[config.mk]
export PLATFORM = sky130hd
export DESIGN_NAME = sync_rx_fifo
export DESIGN_NICKNAME = d
export VERILOG_FILES = /design/src/rtl/sync_rx_fifo_pkg.sv /design/src/rtl/fifo_mem.sv /design/src/rtl/sync_rx_fifo.sv
export SDC_FILE = /design/constraint.sdc
export NUM_CORES = 1
export LEC_CHECK = 0
export BUFFER_PORTS_ARGS = -buffer_cell sky130_fd_sc_hd__buf_2
export CAP_MARGIN = 40
export CORE_MARGIN = 2
export CORE_UTILIZATION = 35
export DETAILED_ROUTE_END_ITERATION = 10
export PLACE_DENSITY_LB_ADDON = 0.3
export SYNTH_ARGS = -nofsm -noshare
export SYNTH_HDL_FRONTEND = slang
export SYNTH_SLANG_ARGS = --single-unit
[constraint.sdc]
create_clock -name clk -period 8.1 [get_ports clk]
set_clock_uncertainty 0.2 [all_clocks]
set_input_delay 1.215 -clock clk [delete_from_list [all_inputs] [get_ports clk]]
set_output_delay 1.215 -clock clk [all_outputs]
set_load 0.1 [all_outputs]
[src/rtl/sync_rx_fifo_pkg.sv]
// rtl/sync_rx_fifo_pkg.sv - shared link defaults and helpers for the receive FIFO
package sync_rx_fifo_pkg;

  // Default link word width (BusData), common to sender, receiver and FIFO
  localparam int DEF_B = 16;

  // Width of an occupancy counter able to hold 0..depth
  function automatic int cnt_width(input int depth);
    return $clog2(depth) + 1;
  endfunction

endpackage

[src/rtl/fifo_mem.sv]
// rtl/fifo_mem.sv - DEPTH x B register array, one sync write port, one async read port
module fifo_mem #(
  parameter int B     = 16,
  parameter int DEPTH = 8,
  parameter int AW    = $clog2(DEPTH)
) (
  input  logic          clk,
  input  logic          we,
  input  logic [AW-1:0] waddr,
  input  logic [B-1:0]  wdata,
  input  logic [AW-1:0] raddr,
  output logic [B-1:0]  rdata
);

  logic [B-1:0] mem [DEPTH];

  // Write port: data words carry no reset, contents are qualified by count
  always_ff @(posedge clk) begin
    if (we) mem[waddr] <= wdata;
  end

  // Read port is combinational so the oldest word falls through immediately
  assign rdata = mem[raddr];

endmodule

[src/rtl/sync_rx_fifo.sv]
// rtl/sync_rx_fifo.sv - receive-side elastic buffer with receiver back-pressure
module sync_rx_fifo
  import sync_rx_fifo_pkg::*;
#(
  parameter  int B     = DEF_B,
  parameter  int DEPTH = 8,
  parameter  int SLACK = 1,
  localparam int AW    = $clog2(DEPTH),
  localparam int CW    = cnt_width(DEPTH)
) (
  input  logic         clk,
  input  logic         rst,
  input  logic         wr_vld,
  input  logic [B-1:0] wr_data,
  output logic         rx_en,
  output logic         rd_vld,
  output logic [B-1:0] rd_data,
  input  logic         rd_rdy,
  output logic [CW-1:0] count,
  output logic         ovf
);

  localparam logic [CW-1:0] FULL_CNT = CW'(DEPTH);
  // rx_en must drop early enough that SLACK in-flight words still fit
  localparam logic [CW-1:0] EN_LIMIT = CW'(DEPTH - SLACK);

  logic [AW-1:0] wr_ptr;
  logic [AW-1:0] rd_ptr;
  logic [CW-1:0] count_next;
  logic          rd;
  logic          wr_acc;
  logic          full;

  assign full   = (count == FULL_CNT);
  assign rd_vld = (count != '0);
  assign rd     = rd_vld & rd_rdy;
  // A full FIFO still accepts a word when a read frees a slot in the same cycle
  assign wr_acc = wr_vld & (~full | rd);

  // Next occupancy: simultaneous write and read cancel out
  always_comb begin
    count_next = count;
    if (wr_acc && !rd)
      count_next = count + CW'(1);
    else if (!wr_acc && rd)
      count_next = count - CW'(1);
  end

  // Pointers, occupancy, receiver enable and sticky overflow flag
  always_ff @(posedge clk or posedge rst) begin
    if (rst) begin
      wr_ptr <= '0;
      rd_ptr <= '0;
      count  <= '0;
      rx_en  <= 1'b0;
      ovf    <= 1'b0;
    end else begin
      if (wr_acc) wr_ptr <= wr_ptr + AW'(1);
      if (rd)     rd_ptr <= rd_ptr + AW'(1);
      count <= count_next;
      rx_en <= (count_next < EN_LIMIT);
      if (wr_vld && !wr_acc) ovf <= 1'b1;
    end
  end

  fifo_mem #(
    .B     (B),
    .DEPTH (DEPTH),
    .AW    (AW)
  ) u_mem (
    .clk   (clk),
    .we    (wr_acc),
    .waddr (wr_ptr),
    .wdata (wr_data),
    .raddr (rd_ptr),
    .rdata (rd_data)
  );

endmodule

==> out/metrics.cfg, run 1 <==
[critical_path]
crit_path_start_kind=flop
cp_max_fo=20
cp.arrival_ns=2.48
ff2ff_setup_slack_ns=5.29
critPathRequiredTime_ns=6.68
crit_type=reg -> out
endpoint_kind=output port

[floorplanning]
rows=46
die_y_um=132
die_w_um=132
core_sq_mm=0.0159
dieArea_sq_mm=0.0174
num_io_pins=43
start_util_pct=36.0

[clock_tree]
numCtsBuffers=17
hold_buffers=0
clock-sinks=140
clk_path_buf_depth=2
worst_skew_pair.late_latency_ns=0.41
cts_setup_buffers=0
root_buffer=clkbuf_16
cts_tree=built
cts_htree_levels=4
postCtsResizedCells=0
clk_pin_slew_ns=0.05

[outcome]
status=finished clean

[timing]
fin_worst_hold_slack_ns=0.261
rsz0062_at_grt=false
period_share_pct=48.1
finalMaxSlewViolations=0
hold_viol=0
worstMarginPinSlew_ns=0.592
worst_slack_ns=4.21
fmax_mhz=257
slew_headroom_pct=60.5
finalSetupViolations=0
fin_crit_ns=3.89
timing.setup.tns_ns=0

[route]
route.vias.total=2785
final_antenna_net_count=0
via_per_inst=4.94
routed_wirelength_um=10300
drtPass1Iterations=4
first_iter_violations=182
drc=0
wire_per_inst_um=18.3

[synthesis]
yosysWarnings=0
synthCells=279
yosys.area_share.adder_pct=0.873
synth_edf_count=128
async_flop_share_pct=8.57
netlist_area_sq_mm=0.00573
syn-num-nets=303
ys_types=36
synth_compound_area_share_pct=1.99
syn_area_per_cell_sq_um=20.5
muxShareOfSynthArea_pct=18.0
ys.flop_type=edfxtp_1
synth_top_family_by_area=multiplexers
synth_seq_area_share_pct=72.3
ys_ff_latch=140
synth-xor-area-share_pct=0.611
synth-simple-area-share_pct=4.30

[placement]
hpwl_um=6320
gp_congestion=0.780
port_buffers=42
post-place-ws_ns=4.55

[finish]
drive_gt1_share_pct=30.2
fin_nets=361
syn_to_final_growth_pct=18.2
diodes=0
layout_commonest_cell=edfxtp_1
layout_common_cells=edfxtp_1 (128), buf_2 (42), mux4_1 (26)

[global_routing]
grt_max_degree=24
antenna_found_initial=0
gr-total-overflow=0
grtUsageTotal_pct=12.7
grt_first_pass_wirelength_um=16100
grt_pass1_vias=2900

[worst_hold_path]
hp-class=reg -> reg

[flow_run]
max_cap_viol_count=0

[cell usage after synthesis, drive strengths merged, types with 2 or more instances]
cell type / n / area, sq um
o221ai: 3 / 26.3
o21ai: 6 / 30.0
dfrtp: 12 / 300
or4: 2 / 15.0
nor3: 2 / 10.0
edfxtp: 128 / 3840
buf: 8 / 63.8
nand2b: 8 / 50.1
ha: 4 / 50.1
clkbuf: 6 / 22.5
nor2b: 3 / 18.8
nand2: 11 / 41.3
mux4: 32 / 818
and3b: 2 / 17.5
mux2: 17 / 191
inv: 7 / 26.3
mux2i: 2 / 20.0
nor2: 7 / 26.3
xnor2: 4 / 35.0
nand3: 2 / 10.0
[routing by layer]
layer / part of all wire, % / global-route usage [%] / vias to the layer above
met1: 46 / 15.9 / 1449
met4: 1.3 / 4.35 / 0
met3: 4.1 / 4.46 / 10
met5: 0 / 0 / -
li1: - / - / 1274
met2: 49 / 20.6 / 52
[critical path: stages, from the launching register on]
cell and delay (ns):
dfrtp_1 0.71, buf_4 0.40, mux4_2 0.37, mux2_2 0.29, buf_2 0.30
[worst paths after layout]
path | startpoint | cells past startpoint | end
min in group asynchronous | rst | 2 | wr_ptr[2]
worst min register to register | ovf | 1 | ovf
worst min-delay path | ovf | 1 | ovf
worst max register to register | count[0] | 7 | u_mem.mem[2][2]
worst max-delay path | rd_ptr[1] | 4 | rd_data[1]
max in group asynchronous | rst | 2 | rd_ptr[0]
[layout make-up]
type | count | area [sq um]
Clock buffer | 19 | 433
Clock inverter | 11 | 104
Fill cell | 1411 | 9170
Inverter | 7 | 26.3
Multi-Input combinational cell | 118 | 1490
Sequential cell | 140 | 4150
Tap cell | 216 | 270
Timing Repair Buffer | 53 | 313
[logic make-up (layout without fill, tap and decap cells)]
family,count (synthesis),after routing
AO/OA/AOI/OAI,16,16
XOR/XNOR,4,4
adder cells (fa/ha/maj),4,4
buffers and inverters,21,90
flip-flops,140,140
multiplexers,51,51
AND/OR/NAND/NOR,43,43
[sequential cells by signal, summed over array words and instances (netlist names)]
name,cells
count,4
rx_en,1
u_mem.mem,128
ovf,1
wr_ptr,3
rd_ptr,3
[through the flow]
| step | cell area (sq um) | utilization [%] | instances |
|---|---|---|---|
| global placement | 6200 | 38.9 | 532 |
| finish | 6780 | 42.5 | 564 |
| detailed placement | 6240 | 39.1 | 534 |
| global route | 6780 | 42.5 | 564 |
| CTS | 6780 | 42.5 | 564 |
| floorplan | 5730 | - | 279 |
Power of run 1 is not shown: default switching activity piles up to over one toggle a cycle in this logic, so the estimate is an artifact.
==> run 2: changes to the inputs <==
==> constraint.sdc (replaced) <==
create_clock -name clk -period 3.9 [get_ports clk]
set_clock_uncertainty 0.2 [all_clocks]
set_input_delay 0.585 -clock clk [delete_from_list [all_inputs] [get_ports clk]]
set_output_delay 0.585 -clock clk [all_outputs]
set_load 0.1 [all_outputs]
==> out/metrics.cfg, run 2 (synthesis gave the netlist of run 1 again) <==
[outcome]
status=finished clean  ; unchanged

[finish]
diodes=0  ; unchanged
stdcell_area_sq_mm=0.00683  ; was 0.00678 sq mm
top_register=u_mem.mem  ; unchanged
layout_common_cells=edfxtp_1 (128), buf_2 (42), mux4_1 (26)  ; unchanged
top_regs=u_mem.mem: 128 flops, count: 4 flops  ; unchanged
largest_reg_flops=128  ; unchanged
utilization_pct=42.8  ; was 42.5%
layout_commonest_cell=edfxtp_1  ; unchanged
drive_gt1_share_pct=31.2  ; was 30.2%
syn_to_final_growth_pct=19.2  ; was 18.2%
fin_nets=369  ; was 361

[floorplanning]
dieArea_sq_mm=0.0174  ; unchanged
start_util_pct=36.0  ; unchanged
core_sq_mm=0.0159  ; unchanged
rows=46  ; unchanged
die_y_um=132  ; unchanged
num_io_pins=43  ; unchanged
die_w_um=132  ; unchanged

[route]
wire_per_inst_um=19.0  ; was 18.3 um
via_per_inst=4.95  ; was 4.94
drtPass1Iterations=5  ; was 4
routed_wirelength_um=10900  ; was 10300 um
route.vias.total=2832  ; was 2785
first_iter_violations=169  ; was 182
drc=0  ; unchanged
final_antenna_net_count=0  ; unchanged

[critical_path]
cp_slowest_cell=dfrtp_2  ; was dfrtp_1
crit_path_start_kind=flop  ; unchanged
crit_type=reg -> out  ; unchanged
cp.arrival_ns=2.51  ; was 2.48 ns
cp_max_fo=20  ; unchanged
critPathRequiredTime_ns=3.12  ; was 6.68 ns
path_cells=buf_12 > mux4_1 > mux2_2 > buf_2  ; was buf_4 > mux4_2 > mux2_2 > buf_2
endpoint_kind=output port  ; unchanged
cpPeakStageDelay_ns=0.67  ; was 0.71 ns

[timing]
timing.setup.tns_ns=0  ; unchanged
finalSetupViolations=0  ; unchanged
worst_slack_ns=0.604  ; was 4.21 ns
worstMarginPinSlew_ns=0.669  ; was 0.592 ns
fmax_mhz=303
rsz0062_at_grt=false  ; unchanged
period_share_pct=84.5
hold_viol=0  ; unchanged
slew_headroom_pct=55.3  ; was 60.5%
fin_crit_ns=3.30
finalMaxSlewViolations=0  ; unchanged

[clock_tree]
clock-sinks=140  ; unchanged
root_buffer=clkbuf_16  ; unchanged
cts_tree=built  ; unchanged
worst_skew_pair.late_latency_ns=0.41  ; about the same
clk_path_buf_depth=2  ; unchanged
cts_htree_levels=4  ; unchanged
postCtsResizedCells=0  ; unchanged
clk_pin_slew_ns=0.06  ; was 0.05 ns
cts_setup_buffers=0  ; unchanged
numCtsBuffers=17  ; unchanged
hold_buffers=1  ; was 0

[placement]
dpl_cell_area_sq_mm=0.00628  ; was 0.00624 sq mm
gp_congestion=0.759  ; was 0.780
port_buffers=42  ; unchanged
post-place-ws_ns=1.01  ; was 4.55 ns
hpwl_um=6640  ; was 6320 um

[flow_run]
max_cap_viol_count=0  ; unchanged

[global_routing]
grt_first_pass_wirelength_um=16900  ; was 16100 um
antenna_found_initial=0  ; unchanged
grtUsageTotal_pct=13.3  ; was 12.7%
gr-total-overflow=0  ; unchanged
grt_max_degree=35  ; was 24
grt_pass1_vias=2928  ; was 2900

[worst_hold_path]
hp-class=in -> reg  ; was reg -> reg

[run 2: layer usage]
layer	track usage, %	part of all wire [%]	up-vias
li1	-	-	1289
met1	17.4	45	1469
met2	20.4	49	68
met3	4.58	4.7	6
met4	5.25	0.72	0
met5	0	0	-
[run 2: layout make-up]
cell class              instances  area (sq um)
fillers                      1387          9110
flip-flops and latches        140          4150
multi-input cells             118          1490
clock buffers                  18           429
repair buffers                 61           368
well taps                     216           270
clock inverters                12           106
inverters                       7          26.3
[run 2: critical path: cells and delay by family, from the launching register on]
family / cells / cell delay, ns
buffers and inverters: 2 / 0.55
flip-flops: 1 / 0.67
multiplexers: 2 / 0.87
[run 2: path summary, 6_finish.rpt]
check / startpoint / slack [ns] / to / cells past startpoint
worst min-delay path: wr_data[13] / 0.24 / u_mem.mem[2][13] / 1
min in group asynchronous: rst / 0.53 / count[2] / 3
worst max-delay path: rd_ptr[0] / 0.60 / rd_data[1] / 4
worst max register to register: count[0] / 1.11 / u_mem.mem[2][7] / 7
worst min register to register: ovf / 0.29 / ovf / 1
max in group asynchronous: rst / 2.61 / rd_ptr[0] / 3
[run 2: stage by stage]
stage | hold slack [ns] | std cells
after floorplan | 0.250 | 279
after global placement | 0.256 | 541
after detailed placement | 0.281 | 541
after CTS | 0.225 | 572
after global routing | 0.227 | 572
final | 0.242 | 572
Power of run 2 is left out for the same reason.
